### config.mk
export PLATFORM = sky130hd
export DESIGN_NAME = lsu_flat
export DESIGN_NICKNAME = d
export VERILOG_FILES = /design/src/rtl/lsu_if.sv /design/src/rtl/lsu.sv /design/src/flat_wrapper.sv
export SDC_FILE = /design/constraint.sdc
export NUM_CORES = 1
export LEC_CHECK = 0
export ABC_AREA = 1
export CAP_MARGIN = 10
export CORE_ASPECT_RATIO = 0.7
export CORE_MARGIN = 2
export CORE_UTILIZATION = 48
export CTS_CLUSTER_DIAMETER = 200
export DETAILED_ROUTE_END_ITERATION = 6
export HOLD_SLACK_MARGIN = 0.08
export MAX_ROUTING_LAYER = met4
export PLACE_DENSITY = 0.95
export SETUP_SLACK_MARGIN = 0.02
export SLEW_MARGIN = 20
export SYNTH_ARGS = -nofsm -noshare
export SYNTH_HDL_FRONTEND = slang
export SYNTH_SLANG_ARGS = --single-unit
export TNS_END_PERCENT = 30
### constraint.sdc
create_clock -name clk -period 4.1 [get_ports clk]
set_clock_uncertainty 0.05 [all_clocks]
set_input_delay 1.025 -clock clk [delete_from_list [all_inputs] [get_ports clk]]
set_output_delay 1.025 -clock clk [all_outputs]
set_load 0.005 [all_outputs]
### src/rtl/lsu_if.sv
// Request and data-memory signals for the load/store unit, bundled as one port.
// The slave modport is the LSU's view; master is the requester/memory side.
interface lsu_if #(
  parameter int unsigned ADDR_WIDTH = 10
) ();
  logic                  start;
  logic                  is_load;
  logic                  is_store;
  logic [2:0]            funct3;
  logic [31:0]           addr;
  logic [31:0]           store_data;
  logic                  busy;
  logic                  done;
  logic                  err;
  logic [31:0]           load_data;
  logic                  mem_req;
  logic                  mem_we;
  logic [ADDR_WIDTH-3:0] mem_addr;
  logic [3:0]            mem_wstrb;
  logic [31:0]           mem_wdata;
  logic [31:0]           mem_rdata;
  logic                  mem_ack;

  modport slave (
    input  start, is_load, is_store, funct3, addr, store_data, mem_rdata, mem_ack,
    output busy, done, err, load_data, mem_req, mem_we, mem_addr, mem_wstrb, mem_wdata
  );

  modport master (
    output start, is_load, is_store, funct3, addr, store_data, mem_rdata, mem_ack,
    input  busy, done, err, load_data, mem_req, mem_we, mem_addr, mem_wstrb, mem_wdata
  );
endinterface

### src/rtl/lsu.sv
// RV32I load/store unit: checks alignment, issues one handshaked word access
// per request, and lane-extracts / extends load data.
module lsu #(
  parameter int unsigned ADDR_WIDTH = 10
) (
  input logic  clk,
  input logic  reset,
  lsu_if.slave bus
);

  typedef enum logic [1:0] {S_IDLE, S_REQ, S_DONE, S_ERR} state_e;

  state_e                state_q;
  logic                  busy_q;
  logic                  done_q;
  logic                  err_q;
  logic                  mem_req_q;
  logic                  mem_we_q;
  logic [ADDR_WIDTH-3:0] mem_addr_q;
  logic [3:0]            wstrb_q;
  logic [31:0]           wdata_q;
  logic [31:0]           load_data_q;
  logic [2:0]            funct3_q;
  logic [1:0]            off_q;

  logic                  legal_d;
  logic [3:0]            wstrb_d;
  logic [31:0]           wdata_d;
  logic [31:0]           lane_w;
  logic [31:0]           load_ext_d;
  logic                  unused_addr;

  // Address bits above the decoded range are deliberately ignored.
  assign unused_addr = ^bus.addr;

  always_comb begin
    legal_d = (bus.is_load != bus.is_store);
    case (bus.funct3)
      3'd0: ;
      3'd1: if (bus.addr[0]) legal_d = 1'b0;
      3'd2: if (bus.addr[1:0] != 2'b00) legal_d = 1'b0;
      3'd4: if (bus.is_store) legal_d = 1'b0;
      3'd5: if (bus.is_store || bus.addr[0]) legal_d = 1'b0;
      default: legal_d = 1'b0;
    endcase
  end

  always_comb begin
    wstrb_d = '0;
    wdata_d = bus.store_data;
    case (bus.funct3[1:0])
      2'd0: begin
        wstrb_d = 4'b0001 << bus.addr[1:0];
        wdata_d = {4{bus.store_data[7:0]}};
      end
      2'd1: begin
        wstrb_d = 4'b0011 << bus.addr[1:0];
        wdata_d = {2{bus.store_data[15:0]}};
      end
      default: begin
        wstrb_d = 4'b1111;
        wdata_d = bus.store_data;
      end
    endcase
    if (!bus.is_store) wstrb_d = '0;
  end

  // Byte offset of the access shifts the addressed lane down to bit 0.
  always_comb begin
    lane_w     = bus.mem_rdata >> {off_q, 3'b000};
    load_ext_d = lane_w;
    case (funct3_q)
      3'd0:    load_ext_d = {{24{lane_w[7]}}, lane_w[7:0]};
      3'd1:    load_ext_d = {{16{lane_w[15]}}, lane_w[15:0]};
      3'd4:    load_ext_d = {24'h000000, lane_w[7:0]};
      3'd5:    load_ext_d = {16'h0000, lane_w[15:0]};
      default: load_ext_d = lane_w;
    endcase
  end

  always_ff @(posedge clk) begin
    if (reset) begin
      state_q     <= S_IDLE;
      busy_q      <= 1'b0;
      done_q      <= 1'b0;
      err_q       <= 1'b0;
      mem_req_q   <= 1'b0;
      mem_we_q    <= 1'b0;
      mem_addr_q  <= '0;
      wstrb_q     <= '0;
      wdata_q     <= '0;
      load_data_q <= '0;
      funct3_q    <= '0;
      off_q       <= '0;
    end else begin
      done_q <= 1'b0;
      err_q  <= 1'b0;
      unique case (state_q)
        S_IDLE: begin
          if (bus.start) begin
            busy_q   <= 1'b1;
            funct3_q <= bus.funct3;
            off_q    <= bus.addr[1:0];
            if (legal_d) begin
              state_q    <= S_REQ;
              mem_req_q  <= 1'b1;
              mem_we_q   <= bus.is_store;
              mem_addr_q <= bus.addr[ADDR_WIDTH-1:2];
              wstrb_q    <= wstrb_d;
              wdata_q    <= wdata_d;
            end else begin
              state_q <= S_ERR;
              done_q  <= 1'b1;
              err_q   <= 1'b1;
            end
          end
        end
        S_REQ: begin
          if (bus.mem_ack) begin
            state_q   <= S_DONE;
            done_q    <= 1'b1;
            mem_req_q <= 1'b0;
            mem_we_q  <= 1'b0;
            if (!mem_we_q) load_data_q <= load_ext_d;
          end
        end
        S_DONE, S_ERR: begin
          state_q <= S_IDLE;
          busy_q  <= 1'b0;
        end
        default: begin
          state_q <= S_IDLE;
          busy_q  <= 1'b0;
        end
      endcase
    end
  end

  assign bus.busy      = busy_q;
  assign bus.done      = done_q;
  assign bus.err       = err_q;
  assign bus.load_data = load_data_q;
  assign bus.mem_req   = mem_req_q;
  assign bus.mem_we    = mem_we_q;
  assign bus.mem_addr  = mem_addr_q;
  assign bus.mem_wstrb = wstrb_q;
  assign bus.mem_wdata = wdata_q;

endmodule

### src/flat_wrapper.sv
// flat-port wrapper written by rule: the top's interface ports become plain ports
module lsu_flat 
#(
  parameter int unsigned ADDR_WIDTH = 10
)
  (clk, reset, bus_start, bus_is_load, bus_is_store, bus_funct3, bus_addr, bus_store_data, bus_mem_rdata, bus_mem_ack, bus_busy, bus_done, bus_err, bus_load_data, bus_mem_req, bus_mem_we, bus_mem_addr, bus_mem_wstrb, bus_mem_wdata);
  lsu_if #(.ADDR_WIDTH(ADDR_WIDTH)) bus_i ();
  input logic clk;
  input logic reset;
  input wire logic [$bits(bus_i.start)-1:0] bus_start;
  input wire logic [$bits(bus_i.is_load)-1:0] bus_is_load;
  input wire logic [$bits(bus_i.is_store)-1:0] bus_is_store;
  input wire logic [$bits(bus_i.funct3)-1:0] bus_funct3;
  input wire logic [$bits(bus_i.addr)-1:0] bus_addr;
  input wire logic [$bits(bus_i.store_data)-1:0] bus_store_data;
  input wire logic [$bits(bus_i.mem_rdata)-1:0] bus_mem_rdata;
  input wire logic [$bits(bus_i.mem_ack)-1:0] bus_mem_ack;
  output wire logic [$bits(bus_i.busy)-1:0] bus_busy;
  output wire logic [$bits(bus_i.done)-1:0] bus_done;
  output wire logic [$bits(bus_i.err)-1:0] bus_err;
  output wire logic [$bits(bus_i.load_data)-1:0] bus_load_data;
  output wire logic [$bits(bus_i.mem_req)-1:0] bus_mem_req;
  output wire logic [$bits(bus_i.mem_we)-1:0] bus_mem_we;
  output wire logic [$bits(bus_i.mem_addr)-1:0] bus_mem_addr;
  output wire logic [$bits(bus_i.mem_wstrb)-1:0] bus_mem_wstrb;
  output wire logic [$bits(bus_i.mem_wdata)-1:0] bus_mem_wdata;
  assign bus_i.start = bus_start;
  assign bus_i.is_load = bus_is_load;
  assign bus_i.is_store = bus_is_store;
  assign bus_i.funct3 = bus_funct3;
  assign bus_i.addr = bus_addr;
  assign bus_i.store_data = bus_store_data;
  assign bus_i.mem_rdata = bus_mem_rdata;
  assign bus_i.mem_ack = bus_mem_ack;
  assign bus_busy = bus_i.busy;
  assign bus_done = bus_i.done;
  assign bus_err = bus_i.err;
  assign bus_load_data = bus_i.load_data;
  assign bus_mem_req = bus_i.mem_req;
  assign bus_mem_we = bus_i.mem_we;
  assign bus_mem_addr = bus_i.mem_addr;
  assign bus_mem_wstrb = bus_i.mem_wstrb;
  assign bus_mem_wdata = bus_i.mem_wdata;
  lsu #(.ADDR_WIDTH(ADDR_WIDTH)) u_core (.clk(clk), .reset(reset), .bus(bus_i));
endmodule
==> results.toml, run 1 <==
[floorplan]
floorplan.initialDensity_pct = 49.49
dieArea_um2 = 10850
die_w_um = 123.7
core_area_um2 = 9722
ioPinCount = 186
placementRows = 30
die_height_um = 87.76

[timing]
finalHoldWorstSlack_ns = 0.4358
totalNegativeSetupSlack_ns = 0
grt_setup_unrepaired = "false"
post-route-period-util_pct = 76.90
achievable-frequency_ghz = 0.3172
drv_slew = 0
max-slew-margin-rel_pct = 37.68
setup-violations-final = 0
final.min_clock_period_ns = 3.153
finalHoldViolCount = 0
tightestPinTransition_ns = 0.9336

[min_path]
holdCritPathClass = "register to register"

[clocking]
tritoncts_clock_tree = "done"
clkLatencyLatePin_ns = 0.34
clk_transition_reported_paths_ns = 0.06
clock_tree.buffer_depth = 2
cts_post_setup_buffers_inserted = 0
tritoncts.num_buffers = 9
postCtsHoldBufs = 0
cts-htree-levels = 3
cts-resized-gates = 0
clockRootBuffer = "clkbuf_16"
numClockSinks = 88

[critical_path]
type_of_the_worst_setup_path = "primary input to register"
cp-start-kind = "primary input"
crit_arrival_ns = 3.37
worstPathMaxFanout = 44
worstPathRequired_ns = 4.32
timing.critical_path.to_type = "register"

[routing]
drcViolationCount = 0
final_antenna_violating_net_count = 0
drtPass1Iterations = 5
routed-via-count = 5138
initialDrtViolationCount = 517
vias_per_cell = 4.806
routed_wire_length_per_instance_um = 13.10
drt_wl_total_mm = 14.00

[yosys]
synth_top_cell_by_area = "dfxtp_1"
synth-adder-area-share_pct = 0.2601
synthCells = 792
synth_simple_gate_area_share_pct = 31.57
netlist_top_cells_area = "dfxtp_1 (37%), nand2_1 (15%), inv_1 (11%), nor2_1 (10%), o21ai_0 (7.0%)"
netlist.area_leader.share_pct = 36.62
synthesis.area_per_instance_um2 = 6.074
yosysSeqAreaShare_pct = 36.62
post_synthesis_register_bit_count = 88
synth_fp_nets = 898
synth_top_family_by_area = "simple AND/OR/NAND/NOR gates"
synth-compound-area-share_pct = 15.06
synth_mux_area_share_pct = 0
netlist_area_before_placement_um2 = 4811
yosys.cell_types.count = 26
ys.warnings.count = 0
post_synth_xor_area_fraction_pct = 0

[grt]
globalRoute.totalOverflow = 0
grt_pass1_vias = 4507
grt_start_max_net_pins = 45
gr-usage-all-layers_pct = 26.25
grt_pass1_wl_mm = 21.65
antenna_found_initial = 0

[power]
power_density_nw_per_um2 = 342.3
vdd.ir_drop.worst_uv = 190.4
leakagePower_nw = 3.197

[final_layout]
layout-drive-gt1-share_pct = 8.395
mostFrequentLayoutCells = "nand2_1 (196), clkdlybuf4s50_1 (163), inv_1 (142), nor2_1 (128), dfxtp_1 (88)"
nFillCells = 791
num-nets-final = 1042
flow.area_growth_from_synthesis_pct = 41.07
fin_area_um2 = 6787
mostFrequentLayoutCell = "nand2_1"
antenna-diode-count = 0

[run]
drv_cap = 0

[placed_design]
port_buffers = 163
place.detailed.hpwl_mm = 10.13
gp_congestion = 0.8896
dpl_cell_area_um2 = 6472

[status]
run_status = "completed"
==> flip-flops by register name (all words and copies together) (netlist names) <==
register	cells
u_core.bus.busy	1
u_core.bus.done	1
u_core.bus.err	1
u_core.bus.load_data	32
u_core.bus.mem_addr	8
u_core.bus.mem_req	1
u_core.bus.mem_wdata	32
u_core.bus.mem_we	1
u_core.bus.mem_wstrb	4
u_core.funct3_q	3
u_core.off_q	2
u_core.state_q	2
==> worst paths after layout <==
kind,slack [ns],cells past startpoint,to,startpoint
worst min register to register,0.44,2,u_core.bus.mem_req$_SDFFE_PP0P_,u_core.bus.mem_req$_SDFFE_PP0P_
worst max register to register,1.70,10,u_core.bus.load_data[19]$_SDFFE_PP0P_,u_core.off_q[0]$_SDFFE_PP0P_
worst max-delay path,0.95,12,u_core.bus.mem_wdata[29]$_SDFFE_PP0P_,bus_is_store
worst min-delay path,0.44,2,u_core.bus.mem_req$_SDFFE_PP0P_,u_core.bus.mem_req$_SDFFE_PP0P_
==> critical path, cell delays in order <==
cell             delay, ns
clkdlybuf4s50_1       0.63
inv_1                 0.08
ha_1                  0.29
inv_1                 0.05
nand2_1               0.04
a21oi_1               0.16
nand2_2               0.14
nor2_8                0.32
inv_4                 0.31
nand2_2               0.14
inv_1                 0.05
nor2_1                0.11
==> through the flow <==
stage	total power [mW]	worst slack [ns]	std cells	utilization (%)
after floorplan	1.222	1.765	792	-
after detailed placement	1.456	0.6540	1053	66.58
after global placement	1.445	0.7151	1053	66.58
after global routing	2.429	0.7637	1069	69.81
after CTS	2.335	0.9748	1069	69.81
final	2.323	0.9472	1069	69.81
==> where the power goes <==
part           internal, mW  total (mW)  leakage [nW]  switching [mW]
combinational         0.238       0.509          2.33           0.271
clock                 0.535       0.875         0.150           0.340
sequential            0.905       0.939         0.716          0.0335
total                  1.68        2.32          3.20           0.645
==> kinds of logic (layout without fill, tap and decap cells) <==
kind of cell             Yosys count  in the layout
AND/OR/NAND/NOR                  370            370
AO/OA/AOI/OAI                    137            137
flip-flops                        88             88
buffers and inverters            196            345
adder cells (fa/ha/maj)            1              1
==> synthesized netlist by cell type (all sizes together) <==
library cell  number
dfxtp             88
o22ai              3
inv              154
nand3              3
a21oi             53
buf               17
a21boi             4
clkbuf            22
o31ai              9
nor2             140
clkinv             3
ha                 1
nand2            226
o21ai             67
o211ai             1
or2                1
==> layer usage <==
layer / up-vias / share of wire, % / wire length, um / global-route usage, %
li1: 2653 / - / - / -
met1: 2235 / 45 / 6332 / 35.34
met2: 219 / 45 / 6246 / 38.56
met3: 31 / 8.0 / 1113 / 6.576
met4: 0 / 2.2 / 308 / 8.471
met5: - / 0 / 0 / -
==> layout make-up <==
cell class / instances / area (um^2) / area share [%]
clock buffer: 11 / 232.7 / 3.429
clock inverter: 5 / 81.33 / 1.198
inverter: 157 / 595.6 / 8.776
multi-input combinational: 508 / 2256 / 33.24
sequential: 88 / 1762 / 25.96
tap: 128 / 160.2 / 2.360
timing repair buffer: 172 / 1699 / 25.04
Note: power is estimated with default switching activity, not from simulation.
==> inputs of run 2 (changes only) <==
--- a/config.mk
+++ b/config.mk
@@ -9,12 +9,12 @@
 export CAP_MARGIN = 10
 export CORE_ASPECT_RATIO = 0.7
 export CORE_MARGIN = 2
-export CORE_UTILIZATION = 48
+export CORE_UTILIZATION = 44
 export CTS_CLUSTER_DIAMETER = 200
 export DETAILED_ROUTE_END_ITERATION = 6
 export HOLD_SLACK_MARGIN = 0.08
 export MAX_ROUTING_LAYER = met4
-export PLACE_DENSITY = 0.95
+export PLACE_DENSITY = 0.9
 export SETUP_SLACK_MARGIN = 0.02
 export SLEW_MARGIN = 20
 export SYNTH_ARGS = -nofsm -noshare
==> constraint.sdc (replaced) <==
create_clock -name clk -period 3.2 [get_ports clk]
set_clock_uncertainty 0.05 [all_clocks]
set_input_delay 0.8 -clock clk [delete_from_list [all_inputs] [get_ports clk]]
set_output_delay 0.8 -clock clk [all_outputs]
set_load 0.005 [all_outputs]
==> run 2 against run 1 <==
  * Count of clock-buffer cells in the layout is the same
  * Worst setup slack got worse by 0.38 ns
  * Die area grew 8.7%
  * Global-route usage down 1.4 points
  * First-iteration DRC count fell by 21%
  * Critical endpoint is now u_core.bus.mem_wdata[5]$_SDFFE_PP0P_
  * Largest power group unchanged
==> results.toml, run 2 (same netlist as run 1, synthesis figures left out) <==
[clocking]
clock_tree.buffer_depth = 2
clkLatencyLatePin_ns = 0.33
postCtsHoldBufs = 0
cts_post_setup_buffers_inserted = 0
clk_transition_reported_paths_ns = 0.06
tritoncts.num_buffers = 9
clockRootBuffer = "clkbuf_16"
cts-htree-levels = 3
numClockSinks = 88
tritoncts_clock_tree = "done"
cts-resized-gates = 0

[routing]
drtPass1Iterations = 5
final_antenna_violating_net_count = 0
vias_per_cell = 4.598
drcViolationCount = 0
initialDrtViolationCount = 406
routed_wire_length_per_instance_um = 12.72
drt_wl_total_mm = 13.85
routed-via-count = 5007

[timing]
tightestPinTransition_ns = 0.6060
post-route-period-util_pct = 82.15
drv_slew = 0
final.setup.worst_slack_ns = 0.5713
grt_setup_unrepaired = "false"
finalHoldViolCount = 0
final.min_clock_period_ns = 2.629
max-slew-margin-rel_pct = 59.60
achievable-frequency_ghz = 0.3804
totalNegativeSetupSlack_ns = 0
setup-violations-final = 0

[final_layout]
mostFrequentLayoutCells = "nand2_1 (196), clkdlybuf4s50_1 (163), inv_1 (142), nor2_1 (128), dfxtp_1 (88)"
flow.area_growth_from_synthesis_pct = 42.03
post-route-util_pct = 65.00
layout-drive-gt1-share_pct = 8.608
num-nets-final = 1044
antenna-diode-count = 0
mostFrequentLayoutCell = "nand2_1"
fin_area_um2 = 6833
post_layout_nonfiller_instances = 1089

[critical_path]
worst-path-buf-inv = 6
critical_path.cell_chain = "clkdlybuf4s50_1 -> inv_1 -> ha_1 -> inv_1 -> nand2_1 -> nand2_1 -> inv_2 -> nand2_1 -> nand2_1 -> nand2_2 -> nor2_8 -> inv_4 -> nand2_1 -> inv_1 -> nor2_1"
type_of_the_worst_setup_path = "primary input to register"
crit_path_frequent_cell = "nand2_1"
worstPathRequired_ns = 3.37
crit_arrival_ns = 2.80
timing.critical_path.to_type = "register"
worst_path_max_delay_cell = "clkdlybuf4s50_1"
timing.critical_path.slowest_cell_delay_ns = 0.51
timing.critical_path.max_delay_family = "buffers and inverters"
cp-start-kind = "primary input"
worstPathMaxFanout = 44

[grt]
grt_start_max_net_pins = 58
grt_pass1_wl_mm = 22.65
gr-usage-all-layers_pct = 24.85
antenna_found_initial = 0
grt_pass1_vias = 4573
globalRoute.totalOverflow = 0

[placed_design]
dpl_cell_area_um2 = 6538
pre_cts_slack_ns = 0.2380
gp_congestion = 0.9310
place.detailed.hpwl_mm = 10.23
port_buffers = 163
placed_cells = 1075

[status]
run_status = "completed"

[floorplan]
ioPinCount = 186
dieArea_um2 = 11800
floorplan.initialDensity_pct = 45.77
core_area_um2 = 10510
placementRows = 31
die_height_um = 91.49
die_w_um = 129.0

[power]
leakagePower_nw = 3.208
vdd.ir_drop.worst_uv = 315.6
power_density_nw_per_um2 = 425.6

[min_path]
holdCritPathClass = "register to register"

[run]
drv_cap = 0
## run 2: cell types whose count changed in the layout (fill, tap and decap cells not counted), sizes merged
cell	before	now
bufinv	2	1
buf	9	11
clkinv	5	4
## run 2: per-stage QoR
stage                     power [mW]  hold slack (ns)
after floorplan                1.566           0.3994
after global placement         1.859           0.4035
after global routing           3.061           0.4676
after CTS                      2.925           0.4421
final                          2.908           0.4329
after detailed placement       1.871           0.4306
## run 2: report_power, final
part / internal (mW) / leakage [nW] / switching (mW)
sequential: 1.16 / 0.716 / 0.0362
combinational: 0.311 / 2.35 / 0.348
clock: 0.638 / 0.143 / 0.415
## run 2: final cells by class
| cell class | instances | area [um^2] |
|---|---|---|
| timing repair buffer | 174 | 1739 |
| multi-input combinational | 508 | 2256 |
| fill | 948 | 3679 |
| clock buffer | 11 | 252.7 |
| clock inverter | 3 | 42.54 |
| sequential | 88 | 1762 |
| inverter | 157 | 595.6 |
| tap | 148 | 185.2 |
## run 2: worst register-to-register path, delay by kind of cell, from the launching register on
| family | cells | cell delay (ns) |
|---|---|---|
| flops | 1 | 0.31 |
| simple gates | 5 | 0.67 |
| buf+inv | 3 | 0.91 |
| compound gates | 2 | 0.29 |
## run 2: per-layer routing
layer	track usage [%]	share of wire (%)	vias to the layer above
li1	-	-	2642
met1	34.92	48	2159
met2	35.63	42	183
met3	5.952	7.2	23
met4	6.612	2.2	0
met5	-	0	-
## run 2: final timing paths
kind / startpoint / endpoint / slack (ns) / depth (start not counted)
min reg2reg: u_core.bus.busy$_SDFFE_PP0P_ / u_core.bus.busy$_SDFFE_PP0P_ / 0.43 / 2
max: bus_is_store / u_core.bus.mem_wdata[5]$_SDFFE_PP0P_ / 0.57 / 15
min: u_core.bus.busy$_SDFFE_PP0P_ / u_core.bus.busy$_SDFFE_PP0P_ / 0.43 / 2
max reg2reg: u_core.off_q[0]$_SDFFE_PP0P_ / u_core.bus.load_data[28]$_SDFFE_PP0P_ / 0.84 / 10
